## src/rtl/inv_debounce_bank.sv

```systemverilog
// Bank of WIDTH input conditioners. Each channel runs through a two-flop
// synchroniser, a debounce filter and a programmable inversion mask. The
// output is registered, and each channel produces one-cycle rise/fall pulses.
module inv_debounce_bank #(
  parameter int WIDTH     = 8,
  parameter int DB_CYCLES = 4,
  parameter int CNT_W     = $clog2(DB_CYCLES + 1)
) (
  input  logic             clk,
  input  logic             rst_n,
  input  logic [WIDTH-1:0] din,
  input  logic [WIDTH-1:0] mask_in,
  input  logic             mask_load,
  output logic [WIDTH-1:0] mask,
  output logic [WIDTH-1:0] dout,
  output logic [WIDTH-1:0] rise,
  output logic [WIDTH-1:0] fall
);

  localparam logic [CNT_W-1:0] CNT_LAST = CNT_W'(DB_CYCLES - 1);

  logic [WIDTH-1:0] sync1;
  logic [WIDTH-1:0] sync2;
  logic [WIDTH-1:0] st;
  logic [CNT_W-1:0] cnt [WIDTH];
  logic [WIDTH-1:0] cond;

  // Two-flop synchroniser for the asynchronous input lines
  always_ff @(posedge clk or negedge rst_n) begin
    if (!rst_n) begin
      sync1 <= '0;
      sync2 <= '0;
    end else begin
      sync1 <= din;
      sync2 <= sync1;
    end
  end

  // Per-channel debounce: accept a new level after DB_CYCLES consecutive disagreements
  always_ff @(posedge clk or negedge rst_n) begin
    if (!rst_n) begin
      st <= '0;
      for (int unsigned i = 0; i < WIDTH; i++) begin
        cnt[i] <= '0;
      end
    end else begin
      for (int unsigned i = 0; i < WIDTH; i++) begin
        if (sync2[i] == st[i]) begin
          cnt[i] <= '0;
        end else if (cnt[i] == CNT_LAST) begin
          st[i]  <= sync2[i];
          cnt[i] <= '0;
        end else begin
          cnt[i] <= cnt[i] + CNT_W'(1);
        end
      end
    end
  end

  // Inversion mask register, loaded for all channels at once
  always_ff @(posedge clk or negedge rst_n) begin
    if (!rst_n) begin
      mask <= '1;
    end else if (mask_load) begin
      mask <= mask_in;
    end
  end

  // Conditioned level before the output register
  always_comb begin
    cond = st ^ mask;
  end

  // Registered output with edge pulses derived from the previous output
  always_ff @(posedge clk or negedge rst_n) begin
    if (!rst_n) begin
      dout <= '1;
      rise <= '0;
      fall <= '0;
    end else begin
      dout <= cond;
      rise <= cond & ~dout;
      fall <= ~cond & dout;
    end
  end

endmodule

```

## config.mk

```make
export PLATFORM = sky130hd
export DESIGN_NAME = inv_debounce_bank
export DESIGN_NICKNAME = d
export VERILOG_FILES = /design/src/rtl/inv_debounce_bank.sv
export SDC_FILE = /design/constraint.sdc
export NUM_CORES = 1
export LEC_CHECK = 0
export CAP_MARGIN = 20
export CORE_UTILIZATION = 45
export DETAILED_ROUTE_END_ITERATION = 6
export PLACE_DENSITY = 0.81
export SLEW_MARGIN = 40
export SYNTH_ARGS = -nofsm -noshare
export SYNTH_HDL_FRONTEND = slang
export SYNTH_SLANG_ARGS = --single-unit
```

## constraint.sdc

```tcl
create_clock -name clk -period 1.44 [get_ports clk]
set_input_delay 0.36 -clock clk [delete_from_list [all_inputs] [get_ports clk]]
set_output_delay 0.36 -clock clk [all_outputs]
set_load 0.01 [all_outputs]
```

## After elaboration in Yosys (flattened, before gate mapping)

Cells that the tools add are included.
W data, S select, Z words.

| word-level totals | value |
|---|---|
| bits in registers | 80 |
| bits of input ports | 19 |
| output and inout port bits | 32 |

| cells by class | value |
|---|---|
| add/sub/neg operators | 8 |
| equality and inequality tests | 16 |
| muxes and demuxes | 16 |
| bitwise logic cells | 13 |
| reduce and logical (&&, ||, !) cells | 8 |

Operator list:

| operator | count |
|---|---|
| $mux W3 | 16 |
| $add A3 B1 Y3 const B | 8 |
| $eq A3 B2 Y1 const B | 8 |
| $and A8 B8 Y8 | 2 |
| $not A8 Y8 | 2 |
| $reduce_and A2 Y1 | 8 |
| $eq A1 B1 Y1 | 8 |
| $not A1 Y1 | 8 |
| $xor A8 B8 Y8 | 1 |

## Depth between registers and ports, before layout

| depth | value |
|---|---|
| word-level depth | 3 |
| mapped depth | 3 |
| depth with buffers taken out | 3 |

## Worst setup path before layout

OpenSTA, ideal clock, no wires.

| timing | value |
|---|---|
| path kind | reg2reg |
| start point | register cnt[21] in the netlist's numbering |
| end point | register st[0] |
| library setup time | 0.125 ns |
| data arrival time | 0.972 ns |
| required time | 1.315 ns |
| path slack | 0.344 ns |
| stages on the path, launching flop included | 4 |
| path through | dfrtp_1 -> ha_1 -> nor2b_1 -> mux2_2 |

| between the ends | value |
|---|---|
| cells in the longest elaborated chain, start to end | 2 |

Ends and longest elaborated chain:

| item | line | source |
|---|---|---|
| start: declaration | 25 | `logic [CNT_W-1:0] cnt [WIDTH];` |
| start signal: indexed assignment | 54 | `cnt[i] <= cnt[i] + CNT_W'(1);` |
| $eq A3 B2 Y1 | 50 | `end else if (cnt[i] == CNT_LAST) begin` |
| $reduce_and A2 Y1 (no line) | -- |  |
| end signal: indexed assignment | 51 | `st[i] <= sync2[i];` |
| end: declaration | 24 | `logic [WIDTH-1:0] st;` |

No other way between the ends.
A chain may end at the register's enable or synchronous reset.

## Worst setup path in the final report

| timing | value |
|---|---|
| start point | register dout[2] |
| end point | output dout[2] |

RTL lines:

| item | line | source |
|---|---|---|
| start: declaration | 15 | `output logic [WIDTH-1:0] dout,` |
| start signal: assignment | 81 | `dout <= cond;` |

No word-level cell between the ends.

==> summary.txt <==
Power and ir drop
  • Total Power: 6.78 mW
  • Sequential Power Share: 48.7%
  • Power Density: 1860 nW/µm²
  • Power Internal: 4.90 mW
  • Pleak: 1.73 nW
  • Clock power share: 24.6%
  • Switching Fraction: 27.7%
  • Logic gate share of total power: 26.7%
  • Worst ir drop on vdd: 0.000890 V
  • Net Switching: 1.88 mW

Synthesis
  • Post-synthesis sequential area ratio: 72.5%
  • Post-synth top area cell: dfrtp_1
  • Main synth FF type: dfrtp_1
  • Cell Area, Synth: 2790 µm²
  • Most numerous cell in the Yosys netlist: dfrtp_1
  • Post-synthesis net count: 204
  • Post-synth EDFFs: 0
  • Yosys reg bits: 80
  • Post-synth cell types: 15
  • Synth area leaders: dfrtp_1 (57%), dfstp_2 (15%), mux2_2 (6.5%)
  • Synthesized area per cell: 15.8 µm²
  • Syn Inst Count: 177
  • Post-synth top area share: 57.4%
  • Yosys Warn Count: 0
  • Most frequent cells after synthesis: dfrtp_1 (64), dfstp_2 (16), mux2_2 (16), xnor2_1 (16), nor3b_1 (13)
  • Ys async rst share: 100%

Routing
  • DR WL/cell: 12.0 µm
  • 1st-iter DRT viols: 40
  • Vias per inst: 4.58
  • Post-route ant nets: 0
  • Post-Route WL: 4000 µm
  • Vias: 1,522
  • DR DRC count: 0
  • 1st-pass router iterations: 4

Die
  • Die Area: 6520 µm²
  • Initial Util: 46.8%
  • Core footprint: 5960 µm²
  • Chip width: 80.7 µm
  • Row count: 28
  • I/O Pins: 51
  • DIE HEIGHT: 80.7 µm

Layout
  • Layout cells sized above 1: 33.1%
  • Final #Nets: 279
  • Sequential cell area: 2020 µm²
  • P&R area growth vs syn: 30.4%
  • # diodes: 0
  • Multi-input logic area: 733 µm²
  • FILL cells: 505
  • Final core occ: 61.1%

Clock tree
  • Clock H-tree levels: 3
  • TritonCTS Sinks: 80
  • Total CTS buffers: 9
  • Worst-Skew Late Latency: 330 ps
  • Clock Tree Root: clkbuf_8
  • TritonCTS clock tree: built
  • Reg clk slew, reported paths: 80 ps
  • Bufs on Longest Clock Path: 2

Setup path
  • WP data arrival: 1000 ps
  • Critical path buffers and inverters: 1
  • Worst path max stage delay: 540 ps
  • Critical path class: flop to primary output
  • Top delay family on crit path: flip-flops
  • R2R setup slack: 240 ps
  • CP Cell Sequence: buf_2
  • Critical Path Start Type: flop
  • Max FO, Critical Path: 3
  • Crit path required time: 1080 ps
  • CP max stage cell: dfstp_2
  • Endpoint class of the critical path: primary output

STA
  • Final Max Tran Viols: 0
  • RSZ-0062 raised after global routing: false
  • TNS Setup: 0 ps
  • Tcrit/Tclk final: 94.6%
  • FMAX: 0.734 GHz
  • Final Hold Viols: 0
  • Endpoints failing setup: 0
  • Worst Hold Slack: 352 ps
  • Skew final: 6.07 ps
  • Period minus WS final: 1360 ps
  • Worst slew pin tran: 282 ps
  • Rel. slew slack: 81.1%

Place
  • GP Congestion: 0.669
  • Port buffer count: 50
  • DP HPWL: 2860 µm

Job
  • Max Cap Violations: 0

Global routing
  • Grt total ovfl: 0
  • Total Routing Usage GR: 14.4%
  • Largest net degree at the start of global routing: 39
  • Vias in the first global route: 1,527
  • First-pass GRT wire length: 6760 µm
  • Initial antenna violation count: 0

Min path
  • Hold Path Class: flop to flop

Outcome
  • Status: finished, final reports clean
## timing repair
item                                    in CTS  in global routing
resized for setup                           80                  0
buffers inserted                             4                  0
endpoints found under the setup margin      32                  0
endpoints found under the hold margin       10                  0
hold buffers                                 1                  0
## metal layers
layer | part of all wire (%) | wire length (µm) | vias to the layer above | GRT usage [%]
li1 | - | - | 727 | -
met1 | 44 | 1740 | 753 | 16.7
met2 | 50 | 2020 | 34 | 24.1
met3 | 4.1 | 163 | 8 | 3.71
met4 | 1.8 | 71 | 0 | 8.57
met5 | 0 | 0 | - | 0
## path summary, 6_finish.rpt
path,cells after the start,from,endpoint
hold / removal,0,sync1[1]$_DFF_PN0_,sync2[1]$_DFF_PN0_
setup / recovery,1,dout[2]$_DFF_PN1_,dout[2]
max in group asynchronous,3,rst_n,mask[4]$_DFFE_PN1P_
min in group asynchronous,2,rst_n,st[5]$_DFFE_PN0P_
setup reg to reg,3,cnt[3]$_DFF_PN0_,st[6]$_DFFE_PN0P_
hold reg to reg,0,sync1[1]$_DFF_PN0_,sync2[1]$_DFF_PN0_
## cells in the final DEF (no fill, tap or decap), types with 2 or more instances in the layout
cell / count
dfrtp_1: 64
clkdlybuf4s50_1: 17
xnor2_1: 16
mux2_2: 16
dfstp_2: 16
buf_2: 16
dlygate4sd2_1: 16
nor3b_1: 13
clkbuf_8: 12
buf_4: 12
inv_1: 8
nor2_1: 8
nor3_1: 8
and2_1: 8
ha_1: 8
nor2b_2: 5
nor2b_1: 4
buf_12: 3
clkinv_2: 2
## power by group through the flow
stage	sequential (mW)	clock [mW]	combinational [mW]
finish	3.30	1.67	1.81
global route	3.39	1.82	2.03
CTS	3.32	1.72	1.85
detailed placement	3.39	0	2.02
global placement	3.35	0	1.94
floorplan	3.49	0	0.915
## final cells by class
type,count,area share (%)
clock buffers,13,4.64
well taps,75,2.58
inverters,8,0.825
flip-flops and latches,80,55.6
repair buffers,65,15.1
clock inverters,3,1.10
multi-input cells,88,20.2
## metrics by stage
step	cells	worst slack (ps)	cell area, µm²
2_1_floorplan	177	344	2790
3_3_place_gp	311	11.8	3490
3_5_place_dp	311	6.34	3490
4_1_cts	332	48.9	3640
5_1_grt	332	25.5	3640
6_report	332	77.8	3640
## kinds of logic after synthesis
logic type,share of synthesized area [%]
buffers and inverters,1.26
and+or+nand+nor,11.2
adders and majority gates,3.59
xor gates and xnor gates,5.02
muxes,6.46
DFF,72.5
## sequential cells by signal, indices dropped and copies added (netlist names)
signal	flops
dout	8
mask	8
cnt	24
st	8
fall	8
sync1	8
rise	8
sync2	8
No activity file was read; power rests on OpenSTA's default activity.
